[src/rtl/multicycle_ctrl.sv]
// Multi-cycle sequencer for the reduced RISC-V core (addi, bne, lw).
// Shares one memory port between instruction fetch and data load, with a request timeout.
module multicycle_ctrl #(
  parameter int MEM_TIMEOUT = 16,
  parameter int CNT_W       = 16
) (
  input  logic             clk,
  input  logic             rst,
  input  logic [6:0]       instr_opcode,
  input  logic             EQ,
  input  logic             mem_ready,
  output logic             mem_req,
  output logic             mem_sel,
  output logic             IRWrite,
  output logic             PCWrite,
  output logic             PCsrc,
  output logic             RegWrite,
  output logic [2:0]       ALUctrl,
  output logic             ALUsrc,
  output logic             ImmSrc,
  output logic [2:0]       state,
  output logic             err,
  output logic [CNT_W-1:0] retired
);

  typedef enum logic [2:0] {
    IDLE   = 3'd0,
    FETCH  = 3'd1,
    DECODE = 3'd2,
    EXEC   = 3'd3,
    MEMRD  = 3'd4,
    WB     = 3'd5,
    ERROR  = 3'd7
  } state_e;

  localparam logic [6:0] OP_ADDI = 7'b0010011;
  localparam logic [6:0] OP_BNE  = 7'b1100011;
  localparam logic [6:0] OP_LW   = 7'b0000011;

  localparam int WAIT_W = (MEM_TIMEOUT > 1) ? $clog2(MEM_TIMEOUT) + 1 : 1;
  localparam logic [WAIT_W-1:0] WAIT_MAX = '1;
  localparam logic [WAIT_W-1:0] WAIT_LIM = WAIT_W'((MEM_TIMEOUT > 0) ? MEM_TIMEOUT - 1 : 0);

  state_e             state_q, state_d;
  logic [WAIT_W-1:0]  wait_q, wait_d;
  logic [CNT_W-1:0]   retired_q, retired_d;
  logic               err_q, err_d;
  logic               timeout;

  always_ff @(posedge clk or negedge rst) begin
    if (!rst) begin
      state_q   <= IDLE;
      wait_q    <= '0;
      retired_q <= '0;
      err_q     <= 1'b0;
    end else begin
      state_q   <= state_d;
      wait_q    <= wait_d;
      retired_q <= retired_d;
      err_q     <= err_d;
    end
  end

  always_comb begin
    state_d = state_q;
    timeout = (MEM_TIMEOUT > 0) && !mem_ready && (wait_q == WAIT_LIM);
    case (state_q)
      IDLE:   state_d = FETCH;
      FETCH: begin
        if (mem_ready)    state_d = DECODE;
        else if (timeout) state_d = ERROR;
      end
      DECODE: begin
        if (instr_opcode == OP_ADDI || instr_opcode == OP_BNE || instr_opcode == OP_LW)
          state_d = EXEC;
        else
          state_d = ERROR;
      end
      EXEC: begin
        case (instr_opcode)
          OP_ADDI: state_d = WB;
          OP_LW:   state_d = MEMRD;
          OP_BNE:  state_d = FETCH;
          default: state_d = ERROR;
        endcase
      end
      MEMRD: begin
        if (mem_ready)    state_d = WB;
        else if (timeout) state_d = ERROR;
      end
      WB:      state_d = FETCH;
      ERROR:   state_d = ERROR;
      default: state_d = ERROR;
    endcase

    // Wait counter restarts on every fresh memory request and saturates rather than wrapping.
    wait_d = wait_q;
    if ((state_d == FETCH || state_d == MEMRD) && state_d != state_q)
      wait_d = '0;
    else if ((state_q == FETCH || state_q == MEMRD) && !mem_ready && wait_q != WAIT_MAX)
      wait_d = wait_q + 1'b1;

    err_d     = (state_d == ERROR);
    retired_d = retired_q + CNT_W'(PCWrite);
  end

  always_comb begin
    mem_req  = 1'b0;
    mem_sel  = 1'b0;
    IRWrite  = 1'b0;
    PCWrite  = 1'b0;
    PCsrc    = 1'b0;
    RegWrite = 1'b0;
    ALUctrl  = 3'b000;
    ALUsrc   = 1'b0;
    ImmSrc   = 1'b0;
    case (state_q)
      FETCH: begin
        mem_req = 1'b1;
        IRWrite = mem_ready;
      end
      EXEC: begin
        if (instr_opcode == OP_BNE) begin
          ALUctrl = 3'b111;
          PCWrite = 1'b1;
          PCsrc   = ~EQ;
        end else begin
          ALUsrc = 1'b1;
          ImmSrc = 1'b1;
        end
      end
      MEMRD: begin
        mem_req = 1'b1;
        mem_sel = 1'b1;
        ALUsrc  = 1'b1;
        ImmSrc  = 1'b1;
      end
      WB: begin
        RegWrite = 1'b1;
        PCWrite  = 1'b1;
      end
      default: ;
    endcase
  end

  assign state   = state_q;
  assign err     = err_q;
  assign retired = retired_q;

endmodule

[config.mk]
export PLATFORM = sky130hd
export DESIGN_NAME = multicycle_ctrl
export DESIGN_NICKNAME = d
export VERILOG_FILES = /design/src/rtl/multicycle_ctrl.sv
export SDC_FILE = /design/constraint.sdc
export NUM_CORES = 1
export LEC_CHECK = 0
export ABC_AREA = 1
export BUFFER_PORTS_ARGS = -buffer_cell sky130_fd_sc_hd__buf_2
export CAP_MARGIN = 25
export CELL_PAD_IN_SITES_DETAIL_PLACEMENT = 0
export CELL_PAD_IN_SITES_GLOBAL_PLACEMENT = 1
export CORE_MARGIN = 5
export CORE_UTILIZATION = 34
export CTS_CLUSTER_DIAMETER = 80
export DETAILED_ROUTE_END_ITERATION = 8
export PLACE_DENSITY = 0.73
export SLEW_MARGIN = 20
export SYNTH_ARGS = -nofsm -noshare
export SYNTH_HDL_FRONTEND = slang
export SYNTH_SLANG_ARGS = --single-unit
[constraint.sdc]
create_clock -name clk -period 2.18 [get_ports clk]
set_clock_uncertainty 0.15 [all_clocks]
set_input_delay 0.218 -clock clk [delete_from_list [all_inputs] [get_ports clk]]
set_output_delay 0.218 -clock clk [all_outputs]
set_load 0.005 [all_outputs]
======== Word level (Yosys, flattened, before mapping) ========
Index checks and enable logic that the tools add are counted.
storage, ports and cells
  register bits ........................... 25
  input port bits ......................... 11
  output and inout bits ................... 31
operators by class
  bitwise operators ....................... 1
  eq/ne operators ......................... 14
  multiplexer cells ....................... 20
  reductions and logical operators ........ 13
  add/sub/neg operators ................... 2
operators by type and width
  cell                                                                   count
  3-bit 2-to-1 mux                                                       6
  16-bit by 1-bit adder with 16-bit output                               1
  3-bit case mux with 5 select lines                                     1
  3-bit equality test, second input constant                             4
  5-bit 2-to-1 mux                                                       2
  3-bit case mux with 3 select lines                                     1
  1-bit 2-to-1 mux                                                       8
  7-bit by 2-bit equality test with 1-bit output, second input constant  1
  7-bit by 5-bit equality test with 1-bit output, second input constant  1
  7-bit equality test, second input constant                             1
  3-bit by 1-bit equality test with 1-bit output, second input constant  2
  3-bit by 2-bit equality test with 1-bit output, second input constant  2
  5-bit by 1-bit adder with 5-bit output, second input constant          1
  5-bit by 4-bit equality test with 1-bit output, second input constant  1
  5-bit != test, second input constant                                   1
  1-bit logical AND                                                      4
  1-bit logical OR                                                       4
  1-bit case mux with 2 select lines                                     2
  2-bit OR reduction                                                     2
  3-bit logical NOT                                                      1
  3-bit != test                                                          1
  2-bit nonzero test                                                     1
  1-bit logical NOT                                                      1
  1-bit NOT                                                              1

======== Longest topological paths before layout ========
  word-level depth ........................ 9
  depth in mapped cells ................... 15
  mapped depth without buffers ............ 15

======== Worst setup path before layout ========
OpenSTA, ideal clock, no wires.
  kind .................................... register to register
  start point ............................. register state_q[2] (netlist: state[2])
  end point ............................... register retired_q[14] (netlist: retired[14])
  buffers on the path ..................... 0
  cell stages (with the launch flop) ...... 14
  library setup time ...................... 0.079 ns
  arrival ................................. 2.212 ns
  setup slack ............................. -0.261 ns
  path through ............................ dfrtp_1 nor2_2 nand2_2 nor2_1 or2_2 ha_1 ha_1 nand2_1 nor2_1 nand3_2 nor2_2 nand2_2 nor3_2 xor2_1
between the ends
  word-level cells in the longest chain between the ends .. 3
  elaborated cells on any way between the ends .. 4
  those cells by class .................... 1 x add/sub; 2 x eq/ne; 1 x mux
ends and longest elaborated chain
  item                                                                                          RTL line  text
  from (decl)                                                                                   44        state_e state_q, state_d;
  from (signal assigned)                                                                        57        state_q <= state_d;
  3-bit equality test / 3-bit by 2-bit equality test with 1-bit output (equally long branches)  117       case (state_q)
  1-bit case mux with 2 select lines *                                                          117
  net PCWrite                                                                                   15        output logic PCWrite,
  16-bit by 1-bit adder with 16-bit output *                                                    104       retired_d = retired_q + CNT_W'(PCWrite);
  net retired_d[14]                                                                             46        logic [CNT_W-1:0] retired_q, retired_d;
  to (signal assigned)                                                                          59        retired_q <= retired_d;
  to (decl)                                                                                     46
The timed path passes the listed nets; every way through them passes the cells marked *.
A chain may end at the register's enable or synchronous reset.

======== Worst setup path in the final report ========
  start point ............................. register state_q[0] (netlist: state[0])
  end point ............................... register retired_q[10] (netlist: retired[10])
between the ends
  word-level cells in the longest chain between the ends .. 3
  elaborated cells on any way between the ends .. 4
  those cells by class .................... 1 x add/sub; 2 x eq/ne; 1 x mux
ends and longest elaborated chain
  item                                                                                          RTL line
  3-bit equality test / 3-bit by 2-bit equality test with 1-bit output (equally long branches)  117
  1-bit case mux with 2 select lines *                                                          117
  16-bit by 1-bit adder with 16-bit output *                                                    104
  net retired_d[10]                                                                             46
Marks and branches as above.

==> results.json <==
{
  "ir_drop_v": 0.000436,
  "design.die.area_sq_um": 5620,
  "cts_tree": "yes",
  "io_pins": 42,
  "maxCapViolations": 0,
  "postSynth.asyncResetShare_pct": 100,
  "fin_util_pct": 49.3,
  "setup_ws_ps": 55.5,
  "drt-pass1-iter-count": 5,
  "setup_viol": 0,
  "via_count": 1234,
  "rows": 23,
  "netlist-cell-type-count": 23,
  "wl_per_cell_um": 11.2,
  "rsz0062_at_grt": "true",
  "fin_crit_sh_pct": 97.5,
  "cts.sinks": 25,
  "crit_arrival_ps": 2140,
  "startpoint_type": "flip-flop",
  "grt_pass1_wl_um": 5240,
  "p_leak_nw": 1.09,
  "htree_num_levels": 1,
  "viasPerCell": 4.42,
  "cts_buffer_depth": 2,
  "synth_ff_type": "dfrtp_1",
  "crit_fanout": 3,
  "endpoint_kind": "flip-flop",
  "yosys_warnings": 0,
  "max_freq_ghz": 0.471,
  "drv_slew": 0,
  "gp_congestion": 0.739,
  "final_area_sq_um": 2000,
  "grt_usage_pct": 12.0,
  "finalHoldViolCount": 0,
  "synth_area_sq_um": 1440,
  "ant_nets": 0,
  "drive_gt1_share_pct": 46.3,
  "hpwl_um": 2420,
  "netlist.area_leader.share_pct": 43.6,
  "synth_area_leaders": "dfrtp_1, xor2_1, nand2_1",
  "synth-seq-area-share_pct": 43.6,
  "powerDensity_nw_per_um2": 899,
  "num_antenna_cells": 0,
  "antenna_found_initial": 0,
  "cts.root.buffer_cell": "clkbuf_8",
  "start_util_pct": 35.4,
  "place_ws_ps": -66.3,
  "clkTransAtPathRegs_ps": 100,
  "worstMarginPinSlew_ps": 557,
  "drt_wl_total_um": 3120,
  "holdWs_ps": 154,
  "grt_max_degree": 26,
  "crit_type": "reg2reg",
  "yosysTopAreaCell": "dfrtp_1",
  "area_growth_syn_to_layout_pct": 39.5,
  "nNetsFinal": 246,
  "tns_ps": 0,
  "numCtsBuffers": 3,
  "synthesis.nets": 180,
  "clk_latency_ps": 280,
  "yosys-top-cells-count": "nand2_1, dfrtp_1, inv_1, nor2_1, xor2_1",
  "synthCells": 164,
  "grt_pass1_vias": 1186,
  "fp.dieH_um": 75.0,
  "drt_iter0_drc": 43,
  "portBuffers": 41,
  "core_sq_um": 4060,
  "synth.avg_cell_area_sq_um": 8.75,
  "synth_seq_cells": 25,
  "hold_path_class": "in2reg",
  "die_x_um": 75.0,
  "synth_edf_count": 0,
  "worstPathRequired_ps": 2200,
  "remaining_drc_errors": 0,
  "finalCriticalPeriod_ps": 2120,
  "slew-limit-headroom_pct": 62.9,
  "grt.overflow.total": 0,
  "yosysMostFrequentCell": "nand2_1",
  "placedInstanceArea_sq_um": 1850,
  "outcome": "finished clean"
}
[where the power goes]
part / switching (mW) / internal (mW)
logic: 0.459 / 0.388
clock network: 0.153 / 0.130
registers: 0.105 / 0.566
[metrics by stage]
step / power (mW) / std cells
after floorplan: 1.18 / 164
after global placement: 1.49 / 268
after detailed placement: 1.50 / 268
after CTS: 1.79 / 273
after global routing: 1.95 / 279
final: 1.80 / 279
[sequential cells by signal, indices dropped and copies added, names as in the netlist]
| name | flops |
|---|---|
| err | 1 |
| retired | 16 |
| state | 3 |
| wait_q | 5 |
[cells in the final DEF (no fill, tap or decap), types with 2 or more instances in the layout]
| master | Yosys | layout |
|---|---|---|
| buf_2 | 0 | 41 |
| buf_4 | 3 | 21 |
| clkbuf_8 | 0 | 3 |
| dfrtp_1 | 25 | 24 |
| ha_1 | 5 | 3 |
| ha_4 | 0 | 2 |
| inv_1 | 19 | 18 |
| inv_2 | 3 | 4 |
| nand2_1 | 27 | 25 |
| nand2_2 | 8 | 8 |
| nand2_4 | 0 | 2 |
| nand3_1 | 8 | 8 |
| nand3_2 | 2 | 2 |
| nand3_4 | 2 | 2 |
| nand4_1 | 4 | 4 |
| nor2_1 | 19 | 15 |
| nor2_2 | 5 | 3 |
| nor2_4 | 3 | 9 |
| nor3_1 | 6 | 4 |
| nor3_2 | 1 | 3 |
| o21ai_0 | 3 | 2 |
| xnor2_1 | 4 | 4 |
| xor2_1 | 13 | 13 |
[critical path: stages (launching register included)]
cell and delay (ps):
dfrtp_1 370, inv_2 70, nor2_4 110, nand2_2 80, nor2_4 120, or2_4 140, ha_4 130, ha_4 140
nand2_4 50, nor2_4 90, nand3_2 90, nor2_4 160, nand2_4 80, buf_4 130, xnor2_1 120
[path summary, 6_finish.rpt]
check	start	to	slack [ps]	cells past startpoint
worst max-delay path	state[0]$_DFF_PN0_	retired[10]$_DFF_PN0_	60	14
worst min-delay path	instr_opcode[4]	state[0]$_DFF_PN0_	150	5
worst max register to register	state[0]$_DFF_PN0_	retired[10]$_DFF_PN0_	60	14
worst min register to register	retired[15]$_DFF_PN0_	retired[15]$_DFF_PN0_	320	1
max in group asynchronous	rst	state[2]$_DFF_PN0_	1150	2
min in group asynchronous	rst	retired[4]$_DFF_PN0_	310	2
[layer usage]
metal / wire, um / GRT usage [%]
met2: 1580 / 20.9
met1: 1370 / 15.1
met3: 150 / 3.47
met4: 14 / 1.78
met5: 0 / 0
[cells by family after synthesis]
kind of cell	count (synthesis)	synth area share [%]
DFF	25	43.6
buffers and inverters	26	7.58
AOI/OAI and AO/OA	5	2.44
and+or+nand+nor	86	31.6
adders and majority gates	5	4.36
xor gates and xnor gates	17	10.4
[repair_timing]
item | 4_1_cts | 5_1_grt
pin swaps | 0 | 10
endpoints found under the hold margin | 25 | 0
gates resized for setup | 1 | 11
setup buffers | 0 | 6
endpoints found under the setup margin | 1 | 11
hold buffers | 1 | 0
[area by class of cell]
type | count | area (sq um)
clock buffers | 3 | 41.3
clock inverters | 1 | 7.51
fillers | 380 | 2060
inverters | 23 | 86.3
multi-input cells | 113 | 793
flip-flops and latches | 25 | 627
well taps | 50 | 62.6
repair buffers | 64 | 384
Note: power is estimated with default switching activity, not from simulation.
